[src/rtl/dp_res_accumulator.sv]
// dp_res_accumulator: captures signed result vectors from DP0/DP1, optionally sums DP0+DP1,
//    accumulates partial sums in indexed slots and serializes finished vectors one word per beat.
// Latency: capture in cycle N -> words N+1..N+NUM_RES at full rate, done_o in N+NUM_RES+1.
// Backpressure: out_ready_i low holds the current word; both engine readies stay low while emitting.
// Ports: clk_i/rst_ni/clear_i control; per engine dpX_valid_i/dpX_ready_o/dpX_res_i/
//    dpX_to_buffer_i/dpX_buf_idx_i; add_enable_i mode; out_valid_o/out_ready_i/out_data_o; done_o.
module dp_res_accumulator #(
   parameter int NUM_RES   = 4,
   parameter int RES_W     = 16,
   parameter int BUF_DEPTH = 2,
   parameter int ACC_W     = 32,
   parameter int IDX_W     = $clog2(BUF_DEPTH)
) (
   input  logic                     clk_i,
   input  logic                     rst_ni,
   input  logic                     clear_i,
   input  logic                     add_enable_i,
   input  logic                     dp0_valid_i,
   output logic                     dp0_ready_o,
   input  logic [NUM_RES*RES_W-1:0] dp0_res_i,
   input  logic                     dp0_to_buffer_i,
   input  logic [IDX_W-1:0]         dp0_buf_idx_i,
   input  logic                     dp1_valid_i,
   output logic                     dp1_ready_o,
   input  logic [NUM_RES*RES_W-1:0] dp1_res_i,
   input  logic                     dp1_to_buffer_i,
   input  logic [IDX_W-1:0]         dp1_buf_idx_i,
   output logic                     out_valid_o,
   input  logic                     out_ready_i,
   output logic [ACC_W-1:0]         out_data_o,
   output logic                     done_o
);

   localparam int CNT_W = (NUM_RES > 1) ? $clog2(NUM_RES) : 1;
   localparam logic [CNT_W-1:0] CNT_LAST = CNT_W'(NUM_RES - 1);

   typedef enum logic {IDLE = 1'b0, EMIT = 1'b1} state_t;
   typedef logic [NUM_RES-1:0][ACC_W-1:0] vec_t;

   state_t                  state_q, state_d;
   logic [CNT_W-1:0]        cnt_q, cnt_d;
   logic                    rr_q, rr_d;        // 0: DP0 wins the next tie, 1: DP1
   logic                    done_q, done_d;
   logic [BUF_DEPTH-1:0]    occ_q, occ_d;
   vec_t [BUF_DEPTH-1:0]    acc_buf_q, acc_buf_d;
   vec_t                    ovec_q, ovec_d;

   logic                    grant0, grant1, both, cap, cap_to_buf;
   logic [IDX_W-1:0]        cap_idx;
   logic [NUM_RES*RES_W-1:0] prim_res;
   vec_t                    base_vec, sum_vec;

   // Grant logic: nothing is accepted while emitting or while a clear is pending.
   always_comb begin
      grant0 = 1'b0;
      grant1 = 1'b0;
      if (state_q == IDLE && !clear_i) begin
         if (add_enable_i) begin
            // Add mode consumes both vectors in the same cycle or neither.
            grant0 = dp0_valid_i & dp1_valid_i;
            grant1 = dp0_valid_i & dp1_valid_i;
         end else begin
            grant0 = dp0_valid_i & (!dp1_valid_i | !rr_q);
            grant1 = dp1_valid_i & (!dp0_valid_i | rr_q);
         end
      end
   end

   // Capture datapath: element-wise sign-extended sum plus the slot's partial sum if occupied.
   always_comb begin
      both = grant0 & grant1;
      cap  = grant0 | grant1;
      // DP1 routing fields only matter when DP1 is captured on its own.
      if (grant1 && !grant0) begin
         prim_res   = dp1_res_i;
         cap_idx    = dp1_buf_idx_i;
         cap_to_buf = dp1_to_buffer_i;
      end else begin
         prim_res   = dp0_res_i;
         cap_idx    = dp0_buf_idx_i;
         cap_to_buf = dp0_to_buffer_i;
      end
      base_vec = occ_q[cap_idx] ? acc_buf_q[cap_idx] : '0;
      sum_vec  = '0;
      for (int k = 0; k < NUM_RES; k++) begin
         sum_vec[k] = ACC_W'($signed(prim_res[k*RES_W +: RES_W])) + base_vec[k];
         if (both) begin
            sum_vec[k] = sum_vec[k] + ACC_W'($signed(dp1_res_i[k*RES_W +: RES_W]));
         end
      end
   end

   // Next-state logic.
   always_comb begin
      state_d   = state_q;
      cnt_d     = cnt_q;
      rr_d      = rr_q;
      done_d    = 1'b0;
      occ_d     = occ_q;
      acc_buf_d = acc_buf_q;
      ovec_d    = ovec_q;
      if (clear_i) begin
         state_d   = IDLE;
         cnt_d     = '0;
         rr_d      = 1'b0;
         occ_d     = '0;
         acc_buf_d = '0;
         ovec_d    = '0;
      end else begin
         case (state_q)
            IDLE: begin
               if (cap) begin
                  // After a single grant the other port gets priority on the next tie.
                  if (!both) begin
                     rr_d = grant0;
                  end
                  if (cap_to_buf) begin
                     acc_buf_d[cap_idx] = sum_vec;
                     occ_d[cap_idx]     = 1'b1;
                  end else begin
                     ovec_d         = sum_vec;
                     occ_d[cap_idx] = 1'b0;
                     cnt_d          = '0;
                     state_d        = EMIT;
                  end
               end
            end
            EMIT: begin
               if (out_ready_i) begin
                  if (cnt_q == CNT_LAST) begin
                     state_d = IDLE;
                     done_d  = 1'b1;
                  end else begin
                     cnt_d = cnt_q + 1'b1;
                  end
               end
            end
            default: state_d = IDLE;
         endcase
      end
   end

   always_ff @(posedge clk_i or negedge rst_ni) begin
      if (!rst_ni) begin
         state_q   <= IDLE;
         cnt_q     <= '0;
         rr_q      <= 1'b0;
         done_q    <= 1'b0;
         occ_q     <= '0;
         acc_buf_q <= '0;
         ovec_q    <= '0;
      end else begin
         state_q   <= state_d;
         cnt_q     <= cnt_d;
         rr_q      <= rr_d;
         done_q    <= done_d;
         occ_q     <= occ_d;
         acc_buf_q <= acc_buf_d;
         ovec_q    <= ovec_d;
      end
   end

   assign dp0_ready_o = grant0;
   assign dp1_ready_o = grant1;
   assign out_valid_o = (state_q == EMIT);
   assign out_data_o  = out_valid_o ? ovec_q[cnt_q] : '0;
   assign done_o      = done_q;

endmodule

[config.mk]
export PLATFORM = sky130hd
export DESIGN_NAME = dp_res_accumulator
export DESIGN_NICKNAME = d
export VERILOG_FILES = /design/src/rtl/dp_res_accumulator.sv
export SDC_FILE = /design/constraint.sdc
export NUM_CORES = 1
export LEC_CHECK = 0
export BUFFER_PORTS_ARGS = -buffer_cell sky130_fd_sc_hd__buf_2
export CAP_MARGIN = 10
export CORE_MARGIN = 2
export CORE_UTILIZATION = 60
export CTS_CLUSTER_DIAMETER = 100
export CTS_CLUSTER_SIZE = 12
export DETAILED_ROUTE_END_ITERATION = 10
export GPL_TIMING_DRIVEN = 0
export PLACE_DENSITY = 0.79
export REMOVE_ABC_BUFFERS = 1
export SETUP_SLACK_MARGIN = 0.4
export SYNTH_ARGS = -nofsm -noshare
export SYNTH_HDL_FRONTEND = slang
export SYNTH_SLANG_ARGS = --single-unit
[constraint.sdc]
create_clock -name clk_i -period 11.3 [get_ports clk_i]
set_clock_uncertainty 0.2 [all_clocks]
set_input_delay 1.695 -clock clk_i [delete_from_list [all_inputs] [get_ports clk_i]]
set_output_delay 1.695 -clock clk_i [all_outputs]
set_load 0.02 [all_outputs]
**After elaboration in Yosys (flattened, before gate mapping)**

Cells that the tools add are included.

- Input port bits: 139
- Word-level logic and storage cells: 119
- Bits in registers: 391
- Output and inout port bits: 36

- Bitwise logic cells: 11
- Magnitude comparators: 3
- Equal/unequal tests: 8
- $add $sub $neg: 9
- Muxes and demuxes: 56
- Reductions and logical operators: 15

Operators by type and width:

| cell | count |
|---|---|
| two-way mux 128 bit | 8 |
| two-way mux 256 bit | 4 |
| adder 32 bit | 8 |
| bitwise mux 256 bit | 1 |
| two-way mux 32 bit | 6 |
| demux 128 bit (select 1 bit) | 1 |
| binary-select mux 32 bit (select 2 bit) | 1 |
| two-way mux 64 bit | 1 |
| two-way mux 1 bit | 22 |
| two-way mux 2 bit | 9 |
| inequality test 3 bit (second input constant) | 4 |
| AND reduction 3 bit | 3 |
| inequality test 2 bit (second input constant) | 3 |
| logical NOT 1 bit | 5 |
| AND 1 bit | 4 |
| case mux 2 bit (2 select lines) | 1 |
| AND reduction 4 bit | 1 |
| nonzero test 2 bit | 2 |
| logical AND 1 bit | 3 |
| less-than comparator 2 x 3 -> 1 bit (second input constant) | 1 |
| OR 1 bit | 3 |
| adder 2 x 1 -> 2 bit (second input constant) | 1 |
| AND 2 bit | 1 |
| equality test 2 bit (second input constant) | 1 |
| other kinds (8) | 8 |

**Depth between registers and ports, before layout**

- Depth after elaboration: 19
- Depth in mapped cells: 33
- Gate-level depth less buffers: 29

**Worst setup path after synthesis**

No wires, ideal clock.

- Kind: input-to-reg
- Start point: input clear_i
- End point: register acc_buf_q[127] (netlist name)
- Stages on the path: 32
- Library setup time: 118 ps
- Path buffers: 5
- Arrival: 8,004 ps
- Slack: 2,977 ps
- Data required time: 10,982 ps
- Path through: or3b_1 -> clkbuf_1 -> o31a_1 -> o21ai_0 -> and2_1 -> clkbuf_1 -> clkbuf_1 -> clkbuf_1 -> a21oi_1 -> ha_1 -> inv_1 -> fa_1 -> and2b_1 -> o31a_2 -> o211ai_1 -> a21boi_2 -> a221oi_1 -> o21bai_1 -> a21oi_1 -> xnor2_1 -> ha_1 -> clkbuf_1 -> a211oi_1 -> o21ai_0 -> a21oi_1 -> nor2_1 -> or4_1 -> and2_1 -> o211ai_1 -> xnor2_1 -> xnor2_1 -> a21o_1

- Word-level cells in the longest chain between the ends: 17

RTL lines:

| what | RTL line | text |
|---|---|---|
| start: declaration | 16 | `input logic clear_i,` |
| logical NOT 1 bit | 57 | `if (state_q == IDLE && !clear_i) begin` |
| logical AND 1 bit | 57 |  |
| two-way mux 1 bit | 57 |  |
| logical NOT 1 bit | 74 | `if (grant1 && !grant0) begin` |
| logical AND 1 bit | 74 |  |
| two-way mux 1 bit | 74 |  |
| two-way mux 128 bit (not written as such) / two-way mux 1 bit (equally long branches) (2 in series) | 83 | `base_vec = occ_q[cap_idx] ? acc_buf_q[cap_idx] : '0;` |
| two-way mux 128 bit | 83 |  |
| adder 32 bit | 86 | `sum_vec[k] = ACC_W'($signed(prim_res[k*RES_W +: RES_W])) + base_vec[k];` |
| adder 32 bit | 88 | `sum_vec[k] = sum_vec[k] + ACC_W'($signed(dp1_res_i[k*RES_W +: RES_W]));` |
| two-way mux 32 bit | 87 | `if (both) begin` |
| bitwise mux 256 bit | 118 | `acc_buf_d[cap_idx] = sum_vec;` |
| two-way mux 256 bit | 117 | `if (cap_to_buf) begin` |
| two-way mux 256 bit | 112 | `if (cap) begin` |
| two-way mux 256 bit | 110 | `case (state_q)` |
| two-way mux 256 bit | 102 | `if (clear_i) begin` |
| end signal: assignment | 158 | `acc_buf_q <= acc_buf_d;` |
| end: declaration | 45 | `vec_t [BUF_DEPTH-1:0] acc_buf_q, acc_buf_d;` |

Parallel ways exist; a longest one is shown, timed or not. The select of a mux whose other input is x is not followed.
A chain may end at the register's enable or synchronous reset.

**Worst setup path in the final report**

- Start point: input clear_i
- End point: register ovec_q[95] (netlist name)

- Word-level cells in the longest chain between the ends: 16

RTL lines:

| what | RTL line | text |
|---|---|---|
| logical NOT 1 bit | 57 |  |
| logical AND 1 bit | 57 |  |
| two-way mux 1 bit | 57 |  |
| logical NOT 1 bit | 74 |  |
| logical AND 1 bit | 74 |  |
| two-way mux 1 bit | 74 |  |
| two-way mux 128 bit (not written as such) / two-way mux 1 bit (equally long branches) (2 in series) | 83 |  |
| two-way mux 128 bit | 83 |  |
| adder 32 bit | 86 |  |
| adder 32 bit | 88 |  |
| two-way mux 32 bit | 87 |  |
| two-way mux 128 bit | 117 |  |
| two-way mux 128 bit | 112 |  |
| two-way mux 128 bit | 110 |  |
| two-way mux 128 bit | 102 |  |
| end signal: assignment | 159 | `ovec_q <= ovec_d;` |
| end: declaration | 46 | `vec_t ovec_q, ovec_d;` |

Parallel ways exist; a longest one is shown, timed or not. The select of a mux whose other input is x is not followed.

==> run metrics <==
register area=9786 µm²; CTS tree=done; first-pass GRT wire length=145500 µm; Async SR Flop Fraction=100.0%; vias in the first global route=~29000; GP Congestion=0.9415; total wire length=89830 µm; multi-input logic area=21340 µm²; layout cells sized above 1=9.700%; GRT Overall Usage=31.68%; worst reg-to-reg setup slack=2030 ps; fin area=35020 µm²; Reg-to-Reg End=ovec_q[95]; clock sinks=391; Crit Path Max Fanout=64; Cells after Synth=4015; IO Count=~180; CTS Buf Count=38; Tcrit/Tclk final=85.55%; Core Area=approximately 53000 µm²; Clock Latency Late Sink=550 ps; Layout area overhead=8.611%; crit path time final=about 9700 ps; die footprint=55600 µm²; Avg WL per Cell=19.03 µm; Register-to-Register Path Depth=26; Yosys top cell area share=30.35%; dpl hpwl=66030 µm; final net count=4438; 1st-iter DRT viols=2581; endpoints failing setup=0; switching power=1.258 mW; antenna violations before repair=3; H-tree depth=2; total leakage power=15.90 nW; CTS Hold Bufs=0; RSZ-0062 raised after global routing=false; status=finished, final reports clean; Port Buffer Count=174; critical path data required time=11540 ps; fraction of power consumed by sequential logic=40.8%; register area share after synthesis=30.35%; worst ir drop on vdd=around 0.000095 V; Post-synth top cells=nand2_1 (487), o21ai_0 (473), a21oi_1 (428); Crit Reg-Reg Startpoint=out_valid_o; Max clock buf depth=3; leading area contributor after synthesis=dfrtp_1; worst hold path startpoint=ovec_q[111]; Fillers=around 4500; area of the mapped netlist=32240 µm²; DRC violations left=0; syn avg cell area=8.030 µm²; total grt overflow=0; chip width=roughly 240 µm; post-CTS sizing=0; CP arrival=9900 ps; # rows=84; placed inst area=~34000 µm²; Vias/cell=around 6.4; Unique masters post-synth=86; CTS root buffer=clkbuf_16; top-count cell post-synth=nand2_1; Endpoint, Worst Hold=ovec_q[111]; Worst setup SP type=primary input; PnR worst setup slack=1633 ps; largest net degree at the start of global routing=127; final slew viol count=0; Detailed Routing Iterations Pass 1=8; Post-synth EDFFs=0; Slew @ Worst Pin=about 1100 ps; crit path kind=primary input to flop; Starting Density=60.99%; Switching Fraction=33.12%; max-cap check violation count=0; Final Hold Fails=0; Place WS=1322 ps; slew margin rel.=~28%; synth top area cells=dfrtp_1 (30%), ha_1 (10%), o21ai_0 (7.3%); Die Ht=235.8 µm; Clock Power Share=30.8%; CP Capture Type=flop; ys flop type=dfrtp_1; Clock Pin Slew Worst Setup and Hold Paths=70 ps; postcts setup bufs=0; Comb power frac=28.4%; Hold Crit Depth=2; Hold WC Path Type=flop to flop; Routed Antenna Nets=0; via count=between 30000 and 40000; PD cells=108.5 nW/µm²; cell-internal power=roughly 2.5 mW; Yosys reg bits=391; fmax=103.4 MHz; yosys warns=0
## flip-flops by register name, indices dropped and copies added, names as in the netlist
name,flops
occ_q,2
cnt_q,2
out_valid_o,1
ovec_q,128
acc_buf_q,256
done_o,1
rr_q,1
## power by group through the flow
| stage | combinational (mW) | clock, mW | sequential [mW] |
|---|---|---|---|
| final | 1.08 | 1.17 | 1.55 |
| after global routing | 1.20 | 1.23 | 1.56 |
| after CTS | 1.07 | 1.18 | 1.55 |
| after detailed placement | 1.06 | 0 | 1.57 |
| after global placement | 1.02 | 0 | 1.57 |
| after floorplan | 0.751 | 0 | 1.55 |
## cells by family after synthesis
family | after synthesis | synth area share (%)
AND/OR/NAND/NOR | 1387 | 19.93
AO/OA/AOI/OAI | 1303 | 23.70
flip-flops | 391 | 30.35
buffers and inverters | 316 | 3.753
adder cells (fa/ha/maj) | 271 | 10.70
XOR/XNOR | 202 | 5.530
multiplexers | 145 | 6.035
## cells in the final DEF, fill, tap and decap left out, drive strengths merged, types with 74 or more instances in the layout
cell type  netlist  final
ha             263    263
a21o           114    114
nand2          488    488
nor2           212    212
inv             79     79
nand3          391    391
a21oi          429    429
xor2            74     74
buf             57    209
xnor2          127    127
dfrtp          391    391
o21ai          482    482
## layout make-up
type                            instances  area share, %
Antenna cell                            1       0.007146
Clock buffer                           42          2.941
Clock inverter                          1        0.02144
Inverter                               80         0.8718
Multi-Input combinational cell       3308          60.95
Sequential cell                       391          27.95
Tap cell                              688          2.458
Timing Repair Buffer                  209          4.809
## worst max-delay path by stage
stage	startpoint	end	slack (ps)	cells past startpoint
6_report	clear_i	ovec_q[95]	1630	27
5_1_grt	clear_i	ovec_q[95]	1350	27
4_1_cts	clear_i	ovec_q[95]	1850	29
3_3_place_gp	clear_i	acc_buf_q[42]	-11800	8
3_5_place_dp	clear_i	ovec_q[95]	1320	29
2_1_floorplan	clear_i	acc_buf_q[62]	-1940	7
## stage by stage
stage | total power, mW | hold slack [ps] | util, % | TNS [ps] | instances
after global placement | 2.593 | 285.3 | 62.54 | -2672600 | 4641
after CTS | 3.797 | 308.1 | 66.23 | 0 | 4719
after floorplan | 2.306 | 270.4 | - | -219160 | 3779
final | 3.799 | 304.6 | 66.24 | 0 | 4720
after detailed placement | 2.631 | 292.1 | 64.27 | 0 | 4676
after global routing | 3.986 | 325.8 | 66.23 | 0 | 4719
## layer usage
metal	part of all wire (%)	GRT usage, %
met2	46	52.82
met5	0.0078	0
met3	6.9	4.014
met4	4.4	13.84
met1	42	41.51
## critical path, stage by stage
cell,delay (ps)
buf_2,180
or3b_1,570
o31a_1,390
o21ai_0,230
and2_4,730
buf_16,360
or2_2,200
inv_1,40
ha_1,300
a211oi_1,410
o21ai_0,180
a31oi_1,400
o211ai_1,170
a21o_1,250
a221oi_1,320
xnor2_1,140
ha_1,420
nand2_1,80
nor2_1,160
nand3_1,160
a2111oi_0,830
o32ai_1,350
a21oi_1,260
xnor2_1,90
nor2_1,180
xnor3_1,470
a21o_1,230
Power figures use the tool's default switching activity.
